$ cat src/rtl/cube.sv
// Sequential 4-bit cube unit: y = a^3 using one shift-add multiplier twice,
// first for a*a and then for (a*a)*a, one multiplier bit per cycle.
module cube (
  input  logic        clk_i,
  input  logic        rst_i,
  input  logic [3:0]  a_bi,
  input  logic        start_i,
  output logic        busy_o,
  output logic [11:0] y_bo
);

  // Handshake: start_i is a level sampled on every rising edge and is
  // honoured only when the unit is idle (busy_o=0). busy_o rises on the
  // accepting edge and falls on the edge that publishes y_bo, so y_bo is
  // valid whenever busy_o is low.

  typedef enum logic [1:0] {IDLE, SQ, CB} state_t;

  state_t      state, state_nxt;
  logic [3:0]  x, x_nxt;
  logic [11:0] acc, acc_nxt;
  logic [7:0]  sq, sq_nxt;
  logic [1:0]  cnt, cnt_nxt;
  logic        busy_nxt;
  logic [11:0] y_nxt;
  logic [11:0] multiplicand;
  logic [11:0] addend;
  logic [11:0] acc_sum;

  // The multiplier operand is x in both phases; only the multiplicand changes.
  always_comb begin
    multiplicand = (state == CB) ? {4'b0, sq} : {8'b0, x};
    addend       = x[cnt] ? (multiplicand << cnt) : 12'd0;
    acc_sum      = acc + addend;
  end

  always_comb begin
    state_nxt = state;
    x_nxt     = x;
    acc_nxt   = acc;
    sq_nxt    = sq;
    cnt_nxt   = cnt;
    busy_nxt  = busy_o;
    y_nxt     = y_bo;
    case (state)
      IDLE: begin
        if (start_i) begin
          x_nxt     = a_bi;
          acc_nxt   = 12'd0;
          cnt_nxt   = 2'd0;
          busy_nxt  = 1'b1;
          state_nxt = SQ;
        end
      end
      SQ: begin
        cnt_nxt = cnt + 2'd1;
        if (cnt == 2'd3) begin
          sq_nxt    = acc_sum[7:0];
          acc_nxt   = 12'd0;
          cnt_nxt   = 2'd0;
          state_nxt = CB;
        end else begin
          acc_nxt = acc_sum;
        end
      end
      CB: begin
        acc_nxt = acc_sum;
        cnt_nxt = cnt + 2'd1;
        if (cnt == 2'd3) begin
          y_nxt     = acc_sum;
          busy_nxt  = 1'b0;
          state_nxt = IDLE;
        end
      end
      default: begin
        busy_nxt  = 1'b0;
        state_nxt = IDLE;
      end
    endcase
  end

  always_ff @(posedge clk_i) begin
    if (rst_i) begin
      state  <= IDLE;
      x      <= 4'd0;
      acc    <= 12'd0;
      sq     <= 8'd0;
      cnt    <= 2'd0;
      busy_o <= 1'b0;
      y_bo   <= 12'd0;
    end else begin
      state  <= state_nxt;
      x      <= x_nxt;
      acc    <= acc_nxt;
      sq     <= sq_nxt;
      cnt    <= cnt_nxt;
      busy_o <= busy_nxt;
      y_bo   <= y_nxt;
    end
  end

endmodule

$ cat config.mk
export PLATFORM = sky130hd
export DESIGN_NAME = cube
export DESIGN_NICKNAME = d
export VERILOG_FILES = /design/src/rtl/cube.sv
export SDC_FILE = /design/constraint.sdc
export NUM_CORES = 1
export LEC_CHECK = 0
export CORE_MARGIN = 2
export CORE_UTILIZATION = 55
export DETAILED_ROUTE_END_ITERATION = 12
export PLACE_DENSITY = 0.76
export SLEW_MARGIN = 10
export SYNTH_ARGS = -nofsm -noshare
export SYNTH_HDL_FRONTEND = slang
export SYNTH_SLANG_ARGS = --single-unit
$ cat constraint.sdc
create_clock -name clk_i -period 3.75 [get_ports clk_i]
set_clock_uncertainty 0.15 [all_clocks]
set_input_delay 0.375 -clock clk_i [delete_from_list [all_inputs] [get_ports clk_i]]
set_output_delay 0.375 -clock clk_i [all_outputs]
set_load 0.02 [all_outputs]
==> metrics.log, run 1 <==
INFO  metric placement.cell_area = 2514 um2
INFO  metric post_drt_wl_per_cell = 14.79 um
INFO  metric dpl.hpwl = 3.686 mm
INFO  metric layout-drive-gt1-share = 0.08609
INFO  metric grt_max_degree = 43
INFO  metric pwr_density_cell = 337.7 nW/um2
INFO  metric combined_area_of_the_multi_input_logic_cells = 1398 um2
INFO  metric cts-buffers-inserted = 5
INFO  metric drt_pre_antenna_iters = 5
INFO  metric crit_path_required_time = 3.82 ns
INFO  metric die-height = 68.77 um
INFO  metric max_capacitance_violation_count = 0
INFO  metric syn2layout_area_growth = 14.10%
INFO  metric detail-route-antenna-nets = 0
INFO  metric maximum_level_of_the_cts_h_tree = 2
INFO  metric grt_pass1_vias = 1,666
INFO  metric max-slew-margin-rel = 0.5462
INFO  metric synth_warnings = 0
INFO  metric clkSlewWorstSetupHoldPaths = 0.08 ns
INFO  metric post_detailed_route_via_to_cell_ratio = 5.804
INFO  metric post_synth_edffs = 0
INFO  metric finalHoldViolations = 0
INFO  metric post-route-period-util = 0.8975
INFO  metric startpoint_type = register
INFO  metric fp.coreArea = 4029 um2
INFO  metric num_vias = 2,043
INFO  metric setup_viol_count_final = 0
INFO  metric post-route-cell-area = 2633 um2
INFO  metric antenna-diode-count = 0
INFO  metric drc = 0
INFO  metric initial_utilization = 0.5727
INFO  metric track_usage = 0.2309
INFO  metric grt_first_pass_wirelength = 8.024 mm
INFO  metric clock_insertion_delay_at_the_later_pin_of_the_skew_report = 0.30 ns
INFO  metric fmax = 0.2971 GHz
INFO  metric synthDominantCellAreaShare = 0.3557
INFO  metric synthesis.area = 2307 um2
INFO  metric synthMostInstantiatedCell = sky130_fd_sc_hd__nand2_1
INFO  metric cp-end-kind = register
INFO  metric worst_hold_path_type = reg2reg
INFO  metric num_rows = 23
INFO  metric nets = 325
INFO  metric number_of_buffers_on_the_longest_clock_path = 2
INFO  metric netlist.top_cell.by_area = sky130_fd_sc_hd__dfxtp_1
INFO  metric timing_worst_slew_pin_value = 0.6806 ns
INFO  metric routed_wirelength = 5.205 mm
INFO  metric yosys.cell_types.count = 40
INFO  metric finalCriticalPeriod = 3.366 ns
INFO  metric worstSetupPathType = reg2reg
INFO  metric number_of_antenna_violations_at_the_first_check_in_global_routing = 0
INFO  metric setup-tns-final = 0 ns
INFO  metric timing.critical_path.arrival = 3.43 ns
INFO  metric worstHoldPathCells = 2
INFO  metric postSynthNetCount = 312
INFO  metric nFillCells = 343
INFO  metric grt_setup_unrepaired = no
INFO  metric grt_remaining_overflow = 0
INFO  metric design.portCount = 20
INFO  metric io_buffers = 19
INFO  metric postSynthAreaPerCell = 8.011 um2
INFO  metric synth_area_leaders = sky130_fd_sc_hd__dfxtp_1 36%, sky130_fd_sc_hd__ha_1 8.7%, sky130_fd_sc_hd__nand2_1 8.1%
INFO  metric die_x_extent = 68.77 um
INFO  metric clk_root_buffer_cell = sky130_fd_sc_hd__clkbuf_8
INFO  metric routabilityCongestion = 0.8721
INFO  metric outcome = completed
INFO  metric tritoncts_num_sinks = 41
INFO  metric ys_dominant_reg_cell = sky130_fd_sc_hd__dfxtp_1
INFO  metric vdd.ir_drop.worst = 0.1803 mV
INFO  metric cells_after_synthesis = 288
INFO  metric seq_area_frac_synth = 0.3557
INFO  metric seqCellArea = 820.8 um2
INFO  metric worstRegToRegCells = 14
INFO  metric report.final.slew_viol_count = 0
INFO  metric cts_post_setup_buffers_inserted = 0
INFO  metric area_enclosed_by_the_die_boundary = 4729 um2
INFO  metric synth-seq-cells = 41
INFO  metric detailedRoute.firstIterationViolations = 197
INFO  metric synth_commonest_cells = 50 x sky130_fd_sc_hd__nand2_1, 41 x sky130_fd_sc_hd__dfxtp_1, 33 x sky130_fd_sc_hd__a21oi_1
INFO  metric worst-path-max-fanout = 14
INFO  metric total_leakage_power = 1.038 nW
INFO  metric tritoncts = yes
INFO  metric ys_async_sr_fraction = 0
[layer usage]
metal	GRT usage	share of wire	wire, um
met1	0.3373	0.50	2608
met5	0	0	0
met3	0.05357	0.050	258
met2	0.3341	0.44	2268
met4	0.07353	0.013	70
[kinds of logic (layout without fill, tap and decap cells)]
group / count (synthesis) / after routing / synth area share
AND/OR/NAND/NOR: 115 / 115 / 0.2234
AO/OA/AOI/OAI: 76 / 76 / 0.2169
flip-flops: 41 / 41 / 0.3557
buffers and inverters: 23 / 37 / 0.03959
adder cells (fa/ha/maj): 17 / 17 / 0.09544
multiplexers: 9 / 9 / 0.04230
XOR/XNOR: 7 / 7 / 0.02657
[placed cells by master, fill, tap and decap left out, drive strengths merged, types with 4 or more instances in the layout]
cell,Yosys,layout
nor3,5,5
dfxtp,41,41
nor2b,6,6
or2,4,4
clkbuf,11,7
nand3,13,13
mux2,6,6
nor2,27,27
a21oi,33,33
o31ai,4,4
a22oi,4,4
clkdlybuf4s50,0,19
inv,8,8
a211oi,6,6
o22ai,6,6
xor2,5,5
o21ai,7,7
a21o,5,5
ha,16,16
nand2,50,50
[final timing paths]
check	startpoint	to	slack (ns)
worst max-delay path	state[0]	acc[11]	0.38
worst min-delay path	y_bo[0]	y_bo[0]	0.31
worst max register to register	state[0]	acc[11]	0.38
worst min register to register	y_bo[0]	y_bo[0]	0.31
[repair_timing]
action | in CTS | in global routing
setup endpoints to repair | 0 | 1
hold buffers | 0 | 0
resized for setup | 0 | 1
[metrics by stage]
step / hold WS (ns) / util / worst slack [ns] / power (mW) / cells
floorplan: 0.2829 / - / 0.7243 / 0.5025 / 288
global placement: 0.2922 / 0.6239 / 0.3946 / 0.5216 / 344
detailed placement: 0.2975 / 0.6239 / 0.3265 / 0.5221 / 344
CTS: 0.3088 / 0.6528 / 0.2671 / 0.8923 / 352
global route: 0.3237 / 0.6534 / 0.1213 / 0.9178 / 352
finish: 0.3055 / 0.6534 / 0.3842 / 0.8890 / 352
[layout make-up]
type / instances / area share
clock inverter: 1 / 0.01141
inverter: 8 / 0.01141
multi-input combinational: 224 / 0.5309
tap: 50 / 0.02376
clock buffer: 7 / 0.03279
timing repair buffer: 21 / 0.07795
sequential: 41 / 0.3118
[sequential cells by signal, summed over array words and instances, names as in the netlist]
name / flops
busy_o: 1
acc: 12
cnt: 2
sq: 8
state: 2
y_bo: 12
x: 4
[critical path: stages, from the launching register on]
cell and delay (ns):
sky130_fd_sc_hd__dfxtp_1 0.34, sky130_fd_sc_hd__inv_1 0.09, sky130_fd_sc_hd__ha_2 0.35, sky130_fd_sc_hd__mux2i_1 0.41, sky130_fd_sc_hd__nand2_1 0.09, sky130_fd_sc_hd__o21ai_0 0.12, sky130_fd_sc_hd__or2_2 0.18, sky130_fd_sc_hd__inv_1 0.05
sky130_fd_sc_hd__ha_1 0.26, sky130_fd_sc_hd__a21o_1 0.12, sky130_fd_sc_hd__nand4_1 0.18, sky130_fd_sc_hd__a211oi_2 0.35, sky130_fd_sc_hd__o211ai_2 0.17, sky130_fd_sc_hd__nor2b_4 0.16, sky130_fd_sc_hd__o41ai_2 0.25
[report_power, final]
| part | switching [mW] | internal [mW] | total (mW) | leakage (nW) |
|---|---|---|---|---|
| logic | 0.0428 | 0.0252 | 0.0680 | 0.648 |
| clock network | 0.158 | 0.217 | 0.376 | 0.0585 |
| registers | 0.00494 | 0.440 | 0.445 | 0.331 |
| total | 0.206 | 0.683 | 0.889 | 1.04 |
(Power assumes the default switching activity.)
==> run 2, diff against run 1 <==
--- a/config.mk
+++ b/config.mk
@@ -9,6 +9,7 @@
 export CORE_UTILIZATION = 55
 export DETAILED_ROUTE_END_ITERATION = 12
 export PLACE_DENSITY = 0.76
+export SKIP_CTS_REPAIR_TIMING = 1
 export SLEW_MARGIN = 10
 export SYNTH_ARGS = -nofsm -noshare
 export SYNTH_HDL_FRONTEND = slang
==> results of run 2 <==
Same layout as run 1: the final DEF is identical, and so are final timing and power.
==> run 3, diff against run 2 <==
--- a/config.mk
+++ b/config.mk
@@ -7,6 +7,7 @@
 export LEC_CHECK = 0
 export CORE_MARGIN = 2
 export CORE_UTILIZATION = 55
+export CTS_BUF_LIST = sky130_fd_sc_hd__clkbuf_8
 export DETAILED_ROUTE_END_ITERATION = 12
 export PLACE_DENSITY = 0.76
 export SKIP_CTS_REPAIR_TIMING = 1
==> metrics.log, run 3 (synthesis gave the netlist of run 1 again) <==
INFO  metric outcome = completed
INFO  metric critical_path.top_delay_family = compound AO/OA/AOI/OAI gates
INFO  metric initial_utilization = 0.5727 (unchanged)
INFO  metric crit_path_cell_trace = inv_1 -> ha_2 -> mux2i_1 -> nand2_1 -> o21ai_0 -> or2_2 -> inv_1 -> ha_1 -> a21o_1 -> nand4_1 -> a211oi_2 -> o211ai_2 -> nor2b_4 -> o41ai_2
INFO  metric cp-end-kind = register
INFO  metric detailedRoute.firstIterationViolations = 197 (unchanged)
INFO  metric post-route-period-util = 0.8974 (about the same)
INFO  metric maximum_level_of_the_cts_h_tree = 2 (unchanged)
INFO  metric fp.coreArea = 4029 um2 (unchanged)
INFO  metric cts-buffers-inserted = 5 (unchanged)
INFO  metric vdd.ir_drop.worst = 0.1802 mV (about the same)
INFO  metric timing.critical_path.arrival = 3.43 ns (about the same)
INFO  metric nFillCells = 343 (unchanged)
INFO  metric clkSlewWorstSetupHoldPaths = 0.08 ns (about the same)
INFO  metric p_int = 0.6801 mW (-0.39%)
INFO  metric clk_root_buffer_cell = sky130_fd_sc_hd__clkbuf_8
INFO  metric grt_max_degree = 43 (unchanged)
INFO  metric design.portCount = 20 (unchanged)
INFO  metric die_x_extent = 68.77 um (unchanged)
INFO  metric worstRegToRegCells = 14 (unchanged)
INFO  metric num_rows = 23 (unchanged)
INFO  metric worstReg2RegEnd = acc[11]
INFO  metric num_vias = 2,051 (+0.39%)
INFO  metric grt_remaining_overflow = 0 (unchanged)
INFO  metric routabilityCongestion = 0.8721 (unchanged)
INFO  metric max-slew-margin-rel = 0.5461 (about the same)
INFO  metric post-route-cell-area = 2633 um2 (unchanged)
INFO  metric fmax = 0.2972 GHz (about the same)
INFO  metric total_leakage_power = 1.042 nW (+0.40%)
INFO  metric most_frequent_standard_cell_in_the_layout_excluding_fill_and_tap_cells = sky130_fd_sc_hd__nand2_1
INFO  metric setup_viol_count_final = 0 (unchanged)
INFO  metric netSwitchingPower = 0.2073 mW (+0.51%)
INFO  metric holdWs = 0.3055 ns (-0.000004000 ns)
INFO  metric max_capacitance_violation_count = 0 (unchanged)
INFO  metric timing_worst_slew_pin_value = 0.6809 ns (+0.0002692 ns)
INFO  metric rrSetupSlack = 0.38 ns (about the same)
INFO  metric critical_path_buf_inv_count = 2 (unchanged)
INFO  metric worst_hold_path_type = reg2reg
INFO  metric worstSetupEndpoint = acc[11]
INFO  metric pwr_density_cell = 337.1 nW/um2 (-0.18%)
INFO  metric grt_setup_unrepaired = no
INFO  metric share_clk_of_total_power = 0.421 (about the same)
INFO  metric layout-drive-gt1-share = 0.08609 (unchanged)
INFO  metric report.final.slew_viol_count = 0 (unchanged)
INFO  metric finalHoldViolations = 0 (unchanged)
INFO  metric tritoncts_num_sinks = 41 (unchanged)
INFO  metric routed_wirelength = 5.219 mm (+0.27%)
INFO  metric drc = 0 (unchanged)
INFO  metric clock_insertion_delay_at_the_later_pin_of_the_skew_report = 0.30 ns (about the same)
INFO  metric track_usage = 0.2309 (unchanged)
INFO  metric number_of_antenna_violations_at_the_first_check_in_global_routing = 0 (unchanged)
INFO  metric critical_path.most_common_cell = sky130_fd_sc_hd__inv_1
INFO  metric tritoncts = yes
INFO  metric grt_pass1_vias = 1,666 (unchanged)
INFO  metric grt_first_pass_wirelength = 8.024 mm (unchanged)
INFO  metric number_of_buffers_on_the_longest_clock_path = 2 (unchanged)
INFO  metric dpl.hpwl = 3.686 mm (unchanged)
INFO  metric slowest_stage = sky130_fd_sc_hd__mux2i_1
INFO  metric die-height = 68.77 um (unchanged)
INFO  metric nets = 325 (unchanged)
INFO  metric detail-route-antenna-nets = 0 (unchanged)
INFO  metric worstSetupStartpoint = state[0]
INFO  metric setup-tns-final = 0 ns (unchanged)
INFO  metric worstSetupPathType = reg2reg
INFO  metric placement.cell_area = 2514 um2 (unchanged)
INFO  metric worst_r2r_startpoint = state[0]
INFO  metric post_detailed_route_via_to_cell_ratio = 5.827 (+0.39%)
INFO  metric numPlacedInstances = 344 (unchanged)
INFO  metric max_stage_delay = 0.41 ns (about the same)
INFO  metric drt_pre_antenna_iters = 5 (unchanged)
INFO  metric startpoint_type = register
INFO  metric most-common-layout-cells = 50 x sky130_fd_sc_hd__nand2_1, 41 x sky130_fd_sc_hd__dfxtp_1, 33 x sky130_fd_sc_hd__a21oi_1
INFO  metric crit_cells = 14 (unchanged)
INFO  metric final-instance-count-excl-fill = 352 (unchanged)
INFO  metric part_of_the_power_in_registers = 0.502 (about the same)
INFO  metric io_buffers = 19 (unchanged)
INFO  metric logic_gate_share_of_total_power = 0.077 (about the same)
INFO  metric largest_registers = acc x12, y_bo x12, sq x8
INFO  metric area_enclosed_by_the_die_boundary = 4729 um2 (unchanged)
INFO  metric crit_path_required_time = 3.82 ns (about the same)
INFO  metric antenna-diode-count = 0 (unchanged)
INFO  metric sw_frac_of_total = 0.2336 (+0.001609)
INFO  metric worst-path-max-fanout = 14 (unchanged)
INFO  metric finalCriticalPeriod = 3.365 ns (-0.0005120 ns)
INFO  metric post_drt_wl_per_cell = 14.83 um (+0.27%)
INFO  metric totalPowerFinal = 0.8874 mW (-0.18%)
INFO  metric syn2layout_area_growth = 14.10% (unchanged)
==> run 3: changes by cell type in the layout (fill, tap and decap cells not counted), sizes merged <==
cell    delta
clkbuf     -1
inv        +1
==> run 3: worst min-delay path by stage <==
stage,startpoint,to,slack [ns],cells after the start
2_1_floorplan,sq[3],sq[3],0.28,2
3_3_place_gp,y_bo[4],y_bo[4],0.29,2
3_5_place_dp,y_bo[5],y_bo[5],0.30,2
4_1_cts,y_bo[5],y_bo[5],0.31,2
5_1_grt,y_bo[4],y_bo[4],0.32,2
6_report,y_bo[0],y_bo[0],0.31,2
==> run 3: worst reg2reg max path, cell delays in order, from the launching register on <==
cell	delay, ns
sky130_fd_sc_hd__dfxtp_1	0.34
sky130_fd_sc_hd__inv_1	0.09
sky130_fd_sc_hd__ha_2	0.35
sky130_fd_sc_hd__mux2i_1	0.41
sky130_fd_sc_hd__nand2_1	0.09
sky130_fd_sc_hd__o21ai_0	0.12
sky130_fd_sc_hd__or2_2	0.18
sky130_fd_sc_hd__inv_1	0.05
sky130_fd_sc_hd__ha_1	0.26
sky130_fd_sc_hd__a21o_1	0.12
sky130_fd_sc_hd__nand4_1	0.18
sky130_fd_sc_hd__a211oi_2	0.35
sky130_fd_sc_hd__o211ai_2	0.17
sky130_fd_sc_hd__nor2b_4	0.16
sky130_fd_sc_hd__o41ai_2	0.25
==> run 3: power groups by stage <==
| stage | combinational, mW | sequential, mW | clock, mW |
|---|---|---|---|
| after floorplan | 0.0470 | 0.456 | 0 |
| after global placement | 0.0665 | 0.455 | 0 |
| after detailed placement | 0.0665 | 0.456 | 0 |
| after CTS | 0.0673 | 0.445 | 0.377 |
| after global routing | 0.0750 | 0.446 | 0.394 |
| final | 0.0679 | 0.445 | 0.374 |
==> run 3: layer usage <==
layer,up-vias,GRT usage,routed length [um]
met2,57,0.3341,2276
li1,1043,-,-
met5,-,0,0
met3,7,0.05357,257
met1,944,0.3373,2614
met4,0,0.07353,70
==> run 3: cell type report <==
class | count | area, um2 | area share
clock inverters | 2 | 33.78 | 0.01283
flip-flops and latches | 41 | 820.8 | 0.3118
clock buffers | 6 | 82.58 | 0.03137
well taps | 50 | 62.56 | 0.02376
inverters | 8 | 30.03 | 0.01141
multi-input cells | 224 | 1398 | 0.5309
repair buffers | 21 | 205.2 | 0.07795
==> run 3: through the flow <==
| stage | util | setup WS [ns] |
|---|---|---|
| floorplan | - | 0.7243 |
| global placement | 0.6239 | 0.3946 |
| detailed placement | 0.6239 | 0.3265 |
| CTS | 0.6528 | 0.2674 |
| global route | 0.6534 | 0.1218 |
| finish | 0.6534 | 0.3848 |
